[config.mk]
export PLATFORM = sky130hd
export DESIGN_NAME = trdb_packet_decoder
export DESIGN_NICKNAME = d
export VERILOG_FILES = /design/src/rtl/trace_debugger_defines.sv /design/src/rtl/trdb_packet_length.sv /design/src/rtl/trdb_packet_decoder.sv
export SDC_FILE = /design/constraint.sdc
export NUM_CORES = 1
export LEC_CHECK = 0
export ABC_AREA = 1
export BUFFER_PORTS_ARGS = -buffer_cell sky130_fd_sc_hd__buf_2
export CORE_MARGIN = 1.5
export CORE_UTILIZATION = 30
export CTS_CLUSTER_DIAMETER = 80
export DETAILED_ROUTE_END_ITERATION = 7
export GPL_ROUTABILITY_DRIVEN = 0
export PLACE_DENSITY = 0.45
export SLEW_MARGIN = 10
export SYNTH_ARGS = -nofsm -noshare
export SYNTH_HDL_FRONTEND = slang
export SYNTH_HIERARCHICAL = 1
export SYNTH_SLANG_ARGS = --single-unit
[constraint.sdc]
create_clock -name clk_i -period 4.4 [get_ports clk_i]
set_input_delay 0.88 -clock clk_i [delete_from_list [all_inputs] [get_ports clk_i]]
set_output_delay 0.88 -clock clk_i [all_outputs]
set_load 0.01 [all_outputs]
[src/rtl/trace_debugger_defines.sv]
// Shared trace-debugger encodings: packet formats, header field positions and
// payload lengths used by both the encoder checks and the packet decoder.
package trace_debugger_defines;

  typedef enum logic [1:0] {
    TRDB_BF   = 2'd0,
    TRDB_BD   = 2'd1,
    TRDB_ADDR = 2'd2,
    TRDB_SYNC = 2'd3
  } trdb_format_t;

  typedef enum logic [1:0] {
    TRDB_SF_START     = 2'd0,
    TRDB_SF_EXCEPTION = 2'd1,
    TRDB_SF_CONTEXT   = 2'd2
  } trdb_subformat_t;

  typedef enum logic [1:0] {
    DEC_IDLE,
    DEC_PAYLOAD,
    DEC_EMIT
  } trdb_dec_state_t;

  // Header bit positions
  localparam int unsigned HDR_FMT_LSB   = 0;
  localparam int unsigned HDR_SUB_LSB   = 2;
  localparam int unsigned HDR_BCNT_LSB  = 4;
  localparam int unsigned HDR_BCNT_W    = 5;
  localparam int unsigned HDR_PRIV_LSB  = 9;
  localparam int unsigned HDR_PRIV_W    = 3;
  localparam int unsigned HDR_INT_BIT   = 12;
  localparam int unsigned HDR_CAUSE_LSB = 13;
  localparam int unsigned HDR_CAUSE_W   = 5;
  localparam int unsigned HDR_RSVD_LSB  = 18;

  // Branch map lives in bits [30:0] of its payload word
  localparam int unsigned BMAP_W = 31;

  // Payload words following the header
  localparam logic [1:0] PLEN_BF         = 2'd2;
  localparam logic [1:0] PLEN_BD         = 2'd2;
  localparam logic [1:0] PLEN_ADDR       = 2'd1;
  localparam logic [1:0] PLEN_SYNC_START = 2'd1;
  localparam logic [1:0] PLEN_SYNC_EXC   = 2'd2;
  localparam logic [1:0] PLEN_SYNC_CTX   = 2'd0;

endpackage

[src/rtl/trdb_packet_length.sv]
// Combinational header classifier: payload word count and malformed flag.
module trdb_packet_length
  import trace_debugger_defines::*;
#(
  parameter int unsigned XLEN = 32
) (
  input  logic [XLEN-1:0] header_i,
  output logic [1:0]      len_o,
  output logic            malformed_o
);

  trdb_format_t fmt;
  logic [1:0]   sub;
  logic         rsvd_set;
  logic         unused_fields;

  assign fmt           = trdb_format_t'(header_i[HDR_FMT_LSB +: 2]);
  assign sub           = header_i[HDR_SUB_LSB +: 2];
  assign rsvd_set      = |header_i[XLEN-1:HDR_RSVD_LSB];
  // Branch/priv/cause fields do not influence the length
  assign unused_fields = ^header_i[HDR_RSVD_LSB-1:HDR_BCNT_LSB];

  // Look up payload length and reject illegal format/subformat pairs
  always_comb begin
    len_o       = '0;
    malformed_o = rsvd_set;
    unique case (fmt)
      TRDB_BF: begin
        len_o = PLEN_BF;
        if (sub != 2'd0) malformed_o = 1'b1;
      end
      TRDB_BD: begin
        len_o = PLEN_BD;
        if (sub != 2'd0) malformed_o = 1'b1;
      end
      TRDB_ADDR: begin
        len_o = PLEN_ADDR;
        if (sub != 2'd0) malformed_o = 1'b1;
      end
      TRDB_SYNC: begin
        unique case (sub)
          2'd0:    len_o = PLEN_SYNC_START;
          2'd1:    len_o = PLEN_SYNC_EXC;
          2'd2:    len_o = PLEN_SYNC_CTX;
          default: malformed_o = 1'b1;
        endcase
      end
      default: malformed_o = 1'b1;
    endcase
  end

endmodule

[src/rtl/trdb_packet_decoder.sv]
// Trace packet decoder: collects header + payload words into one record per
// packet and resolves branch-differential addresses against the last address.
module trdb_packet_decoder
  import trace_debugger_defines::*;
#(
  parameter int unsigned XLEN     = 32,
  parameter int unsigned PRIVLEN  = 3,
  parameter int unsigned CAUSELEN = 5
) (
  input  logic                clk_i,
  input  logic                rst_ni,
  input  logic                flush_i,
  input  logic [XLEN-1:0]     data_i,
  input  logic                valid_i,
  output logic                ready_o,
  output logic                packet_valid_o,
  input  logic                packet_ready_i,
  output trdb_format_t        format_o,
  output trdb_subformat_t     subformat_o,
  output logic [4:0]          branch_cnt_o,
  output logic [30:0]         branch_map_o,
  output logic [XLEN-1:0]     addr_o,
  output logic [XLEN-1:0]     tval_o,
  output logic [PRIVLEN-1:0]  priv_o,
  output logic                interrupt_o,
  output logic [CAUSELEN-1:0] cause_o,
  output logic                error_o
);

  trdb_dec_state_t         state_q, state_d;
  logic [1:0]              cnt_q, cnt_d;
  logic                    idx_q, idx_d;
  logic [HDR_RSVD_LSB-1:0] hdr_q, hdr_d;
  logic [XLEN-1:0]         w0_q, w0_d;
  logic [XLEN-1:0]         w1_q, w1_d;
  logic [XLEN-1:0]         last_addr_q, last_addr_d;
  logic                    error_q, error_d;

  logic [1:0]      hdr_len;
  logic            hdr_bad;
  logic            word_xfer;
  trdb_format_t    hdr_fmt;
  trdb_subformat_t hdr_sub;
  logic [XLEN-1:0] rec_addr;
  logic            rec_has_addr;

  trdb_packet_length #(
    .XLEN(XLEN)
  ) i_packet_length (
    .header_i    (data_i),
    .len_o       (hdr_len),
    .malformed_o (hdr_bad)
  );

  assign word_xfer = valid_i && ready_o;
  assign hdr_fmt   = trdb_format_t'(hdr_q[HDR_FMT_LSB +: 2]);
  assign hdr_sub   = trdb_subformat_t'(hdr_q[HDR_SUB_LSB +: 2]);

  // State and datapath registers
  always_ff @(posedge clk_i or negedge rst_ni) begin
    if (!rst_ni) begin
      state_q     <= DEC_IDLE;
      cnt_q       <= '0;
      idx_q       <= 1'b0;
      hdr_q       <= '0;
      w0_q        <= '0;
      w1_q        <= '0;
      last_addr_q <= '0;
      error_q     <= 1'b0;
    end else begin
      state_q     <= state_d;
      cnt_q       <= cnt_d;
      idx_q       <= idx_d;
      hdr_q       <= hdr_d;
      w0_q        <= w0_d;
      w1_q        <= w1_d;
      last_addr_q <= last_addr_d;
      error_q     <= error_d;
    end
  end

  // Next-state: header capture, payload collection, record handshake, flush
  always_comb begin
    state_d     = state_q;
    cnt_d       = cnt_q;
    idx_d       = idx_q;
    hdr_d       = hdr_q;
    w0_d        = w0_q;
    w1_d        = w1_q;
    last_addr_d = last_addr_q;
    error_d     = 1'b0;
    unique case (state_q)
      DEC_IDLE: begin
        if (word_xfer) begin
          if (hdr_bad) begin
            error_d = 1'b1;
          end else begin
            hdr_d   = data_i[HDR_RSVD_LSB-1:0];
            cnt_d   = hdr_len;
            idx_d   = 1'b0;
            w0_d    = '0;
            w1_d    = '0;
            state_d = (hdr_len == 2'd0) ? DEC_EMIT : DEC_PAYLOAD;
          end
        end
      end
      DEC_PAYLOAD: begin
        if (word_xfer) begin
          if (!idx_q) w0_d = data_i;
          else        w1_d = data_i;
          idx_d = 1'b1;
          cnt_d = cnt_q - 2'd1;
          if (cnt_q == 2'd1) state_d = DEC_EMIT;
        end
      end
      DEC_EMIT: begin
        if (packet_ready_i) begin
          state_d = DEC_IDLE;
          if (rec_has_addr) last_addr_d = rec_addr;
        end
      end
      default: state_d = DEC_IDLE;
    endcase
    if (flush_i) begin
      state_d     = DEC_IDLE;
      cnt_d       = '0;
      idx_d       = 1'b0;
      last_addr_d = '0;
      error_d     = 1'b0;
    end
  end

  // Outputs: record fields are only driven while the record is presented
  always_comb begin
    rec_addr       = '0;
    rec_has_addr   = 1'b0;
    ready_o        = (state_q != DEC_EMIT);
    packet_valid_o = (state_q == DEC_EMIT);
    error_o        = error_q;
    format_o       = TRDB_BF;
    subformat_o    = TRDB_SF_START;
    branch_cnt_o   = '0;
    branch_map_o   = '0;
    addr_o         = '0;
    tval_o         = '0;
    priv_o         = '0;
    interrupt_o    = 1'b0;
    cause_o        = '0;
    unique case (hdr_fmt)
      TRDB_BF: begin
        rec_addr     = w1_q;
        rec_has_addr = 1'b1;
      end
      TRDB_BD: begin
        rec_addr     = last_addr_q + w1_q;
        rec_has_addr = 1'b1;
      end
      TRDB_ADDR: begin
        rec_addr     = w0_q;
        rec_has_addr = 1'b1;
      end
      TRDB_SYNC: begin
        if (hdr_sub != TRDB_SF_CONTEXT) begin
          rec_addr     = w0_q;
          rec_has_addr = 1'b1;
        end
      end
      default: ;
    endcase
    if (state_q == DEC_EMIT) begin
      format_o = hdr_fmt;
      addr_o   = rec_addr;
      if (hdr_fmt == TRDB_BF || hdr_fmt == TRDB_BD) begin
        branch_cnt_o = hdr_q[HDR_BCNT_LSB +: HDR_BCNT_W];
        branch_map_o = w0_q[BMAP_W-1:0];
      end
      if (hdr_fmt == TRDB_SYNC) begin
        subformat_o = hdr_sub;
        priv_o      = PRIVLEN'(hdr_q[HDR_PRIV_LSB +: HDR_PRIV_W]);
        if (hdr_sub == TRDB_SF_EXCEPTION) begin
          interrupt_o = hdr_q[HDR_INT_BIT];
          cause_o     = CAUSELEN'(hdr_q[HDR_CAUSE_LSB +: HDR_CAUSE_W]);
          tval_o      = w1_q;
        end
      end
    end
  end

endmodule

==> results.sh <==
export IMPL_antenna_cells=0
export IMPL_power_ir_vdd_worst_mv=0.322
export IMPL_max_freq_ghz=0.256
export IMPL_vias=8849
export IMPL_synth_seq_area_share_pct=35.1
export IMPL_timing_hold_worst_class="flip-flop to flip-flop"
export IMPL_worst_slew_margin_rel_pct=43.0
export IMPL_floorplan_rows=61
export IMPL_synthAdderAreaFrac_pct=4.92
export IMPL_grt_start_max_net_pins=65
export IMPL_yosys_most_used_dff="sky130_fd_sc_hd__dfrtp_1"
export IMPL_initial_utilization_pct=30.6
export IMPL_critical_path_class="flip-flop to output pin"
export IMPL_path_clk_slew_ps=60
export IMPL_synthXorXnorAreaFrac_pct=0.410
export IMPL_most_used_standard_cell_by_instance_count_after_synthesis="sky130_fd_sc_hd__nand2_1"
export IMPL_worst_ep_arrival_time_ps=3020
export IMPL_stdcell_area_sq_um=10300
export IMPL_synth_top_family_by_area="simple AND/OR/NAND/NOR gates"
export IMPL_grt_pass1_vias=8350
export IMPL_max_clock_path_buffers=2
export IMPL_synth_area_top_cells="sky130_fd_sc_hd__dfrtp_1, sky130_fd_sc_hd__nand2_1, sky130_fd_sc_hd__inv_1, sky130_fd_sc_hd__nor2_1, sky130_fd_sc_hd__o21ai_0"
export IMPL_post_dp_cell_area_sq_um=9700
export IMPL_worst_slew_pin_transition_ps=856
export IMPL_hold_viol=0
export IMPL_post_synth_most_frequent_cells="sky130_fd_sc_hd__nand2_1, sky130_fd_sc_hd__inv_1, sky130_fd_sc_hd__nor2_1"
export IMPL_n_fill_cell=3183
export IMPL_area_growth_pct=20.1
export IMPL_synth_warning_count=6
export IMPL_crit_reg2reg_launch="w1_q[0]"
export IMPL_cell_type_contributing_the_most_total_cell_area_after_synthesis="sky130_fd_sc_hd__dfrtp_1"
export IMPL_cts_inserted_buffers=17
export IMPL_tritoncts="done"
export IMPL_cts_htree_levels=4
export IMPL_firstDrtPassIters=5
export IMPL_stdcell_count=1915
export IMPL_synthSimpleGateAreaFrac_pct=34.0
export IMPL_synth_seq_cells=120
export IMPL_syn_cell_area_sq_um=8550
export IMPL_timing_final_crit_period_ps=3900
export IMPL_clock_skew_ps=13.9
export IMPL_placed_cells=1883
export IMPL_floorplan_die_area_sq_um=29500
export IMPL_power_static_leakage_nw=5.67
export IMPL_synth_compound_area_share_pct=12.6
export IMPL_cp_data_required_time_ps=3520
export IMPL_fp_dieH_microns=172
export IMPL_part_of_the_cycle_the_worst_path_needs_pct=88.7
export IMPL_count_of_buffers_added_by_post_cts_timing_repair_for_setup=0
export IMPL_first_pass_grt_wire_length_microns=48300
export IMPL_io_buffer_count=152
export IMPL_cts_hold_fix_buffers=0
export IMPL_detail_route_vias_per_cell=4.62
export IMPL_maximum_capacitance_violations=0
export IMPL_placement_setup_worst_slack_ps=964
export IMPL_drtAntennaViolNets=0
export IMPL_initialDrtViolationCount=672
export IMPL_synth_top_area_share_pct=35.1
export IMPL_mappedNetlistNets=1458
export IMPL_p_per_area_nw_per_um2=399
export IMPL_core_sq_um=27900
export IMPL_synthesis_area_per_instance_sq_um=6.16
export IMPL_die_width_microns=172
export IMPL_worst_setup_path_end_kind="output pin"
export IMPL_clock_sinks=120
export IMPL_synthDistinctLibCells=34
export IMPL_dp_final_hpwl_microns=24700
export IMPL_timing_max_transition_violations_final=0
export IMPL_synthCells=1388
export IMPL_synth_enable_flop_cells=0
export IMPL_final_setup_tns_ps=0
export IMPL_result_of_the_run="finished clean"
export IMPL_worst_setup_sp="w1_q[0]"
export IMPL_count_of_boundary_i_o_pins=153
export IMPL_clockRootBuffer="sky130_fd_sc_hd__clkbuf_16"
export IMPL_grt_util_all_layers_pct=21.7
export IMPL_antenna_found_initial=0
export IMPL_post_synth_mux_area_share_pct=0.132
export IMPL_postLayoutSetupSlackWorst_ps=498
export IMPL_fin_total_pwr_mw=4.10
export IMPL_synthArstFlopShare_pct=100
export IMPL_report_final_setup_viol=0
export IMPL_avgRoutedWirePerCell_microns=16.4
export IMPL_final_layout_size_suffix_gt1_share_pct=13.7
export IMPL_drc_errors=0
export IMPL_clock_insertion_delay_worst_skew_ps=430
export IMPL_hold_start="last_addr_q[28]"
export IMPL_postRouteWirelength_microns=31400
export IMPL_timing_critical_path_from_type="flip-flop"
export IMPL_cts_repair_resize_count=0
export IMPL_grt_overflow=0
export IMPL_num_nets_final=1594
export IMPL_grt_setup_unrepaired="false"
export IMPL_critical_path_peak_fanout=5
power breakdown:
group	internal (mW)	switching [mW]
logic	0.359	0.904
registers	1.31	0.159
clock network	0.799	0.560
total	2.47	1.62
critical path, stage by stage, from the launching register on:
cell and delay [ps]:
sky130_fd_sc_hd__dfrtp_1 370, sky130_fd_sc_hd__ha_1 270, sky130_fd_sc_hd__inv_1 80, sky130_fd_sc_hd__fa_1 360, sky130_fd_sc_hd__inv_1 170, sky130_fd_sc_hd__nand3_1 90
sky130_fd_sc_hd__nand3_1 180, sky130_fd_sc_hd__nand3_1 100, sky130_fd_sc_hd__nand3_1 190, sky130_fd_sc_hd__nand2_1 100, sky130_fd_sc_hd__nand3b_1 90, sky130_fd_sc_hd__nand3_1 120
sky130_fd_sc_hd__nand2_1 110, sky130_fd_sc_hd__nand2_1 100, sky130_fd_sc_hd__nor2_1 130, sky130_fd_sc_hd__buf_2 150
routing by layer:
metal / track usage [%] / vias to the layer above / part of all wire, %
met3: 3.57 / 18 / 5.1
met5: 0 / - / 0
met4: 4.69 / 0 / 1.0
met1: 33.3 / 4071 / 52
li1: - / 4536 / -
met2: 31.5 / 224 / 42
metrics by stage:
| stage | util (%) | hold slack, ps |
|---|---|---|
| CTS | 36.8 | 486 |
| global placement | 34.7 | 468 |
| floorplan | - | 453 |
| detailed placement | 34.7 | 471 |
| finish | 36.8 | 480 |
| global route | 36.8 | 503 |
cell type report:
cell class / instances / area, sq um / share of cell area, %
multi-input cells: 984 / 4460 / 43.4
flip-flops and latches: 120 / 3000 / 29.3
inverters: 237 / 890 / 8.67
repair buffers: 164 / 878 / 8.56
well taps: 378 / 473 / 4.61
clock buffers: 20 / 447 / 4.35
clock inverters: 12 / 119 / 1.16
kinds of logic after synthesis:
logic type,Yosys count
and+or+nand+nor,743
buffers and inverters,284
AOI/OAI and AO/OA,203
DFF,120
adders and majority gates,33
xor gates and xnor gates,4
muxes,1
cell usage in the layout, fill, tap and decap left out, drive strengths merged, types with 5 or more instances in the layout:
master	Yosys	final
ha	32	32
nand2	454	454
inv	236	240
nand3	64	64
clkbuf	27	20
dfrtp	120	120
clkinv	1	5
o21ai	159	159
a21oi	32	32
nor2	211	211
nor3	6	6
buf	20	164
path summary, 6_finish.rpt:
check	slack, ps	cells after the start	to
worst min-delay path	480	2	last_addr_q[28]
worst max register to register	1850	15	last_addr_q[24]
worst max-delay path	500	15	addr_o[20]
max in group asynchronous	2980	2	w0_q[25]
worst min register to register	480	2	last_addr_q[28]
min in group asynchronous	550	1	hdr_q[6]
state kept, by name, indices dropped and copies added, names as in the netlist:
name	flops
idx_q	1
state_q	2
last_addr_q	32
cnt_q	2
error_o	1
hdr_q	18
w1_q	32
w0_q	32
Power figures use the tool's default switching activity.
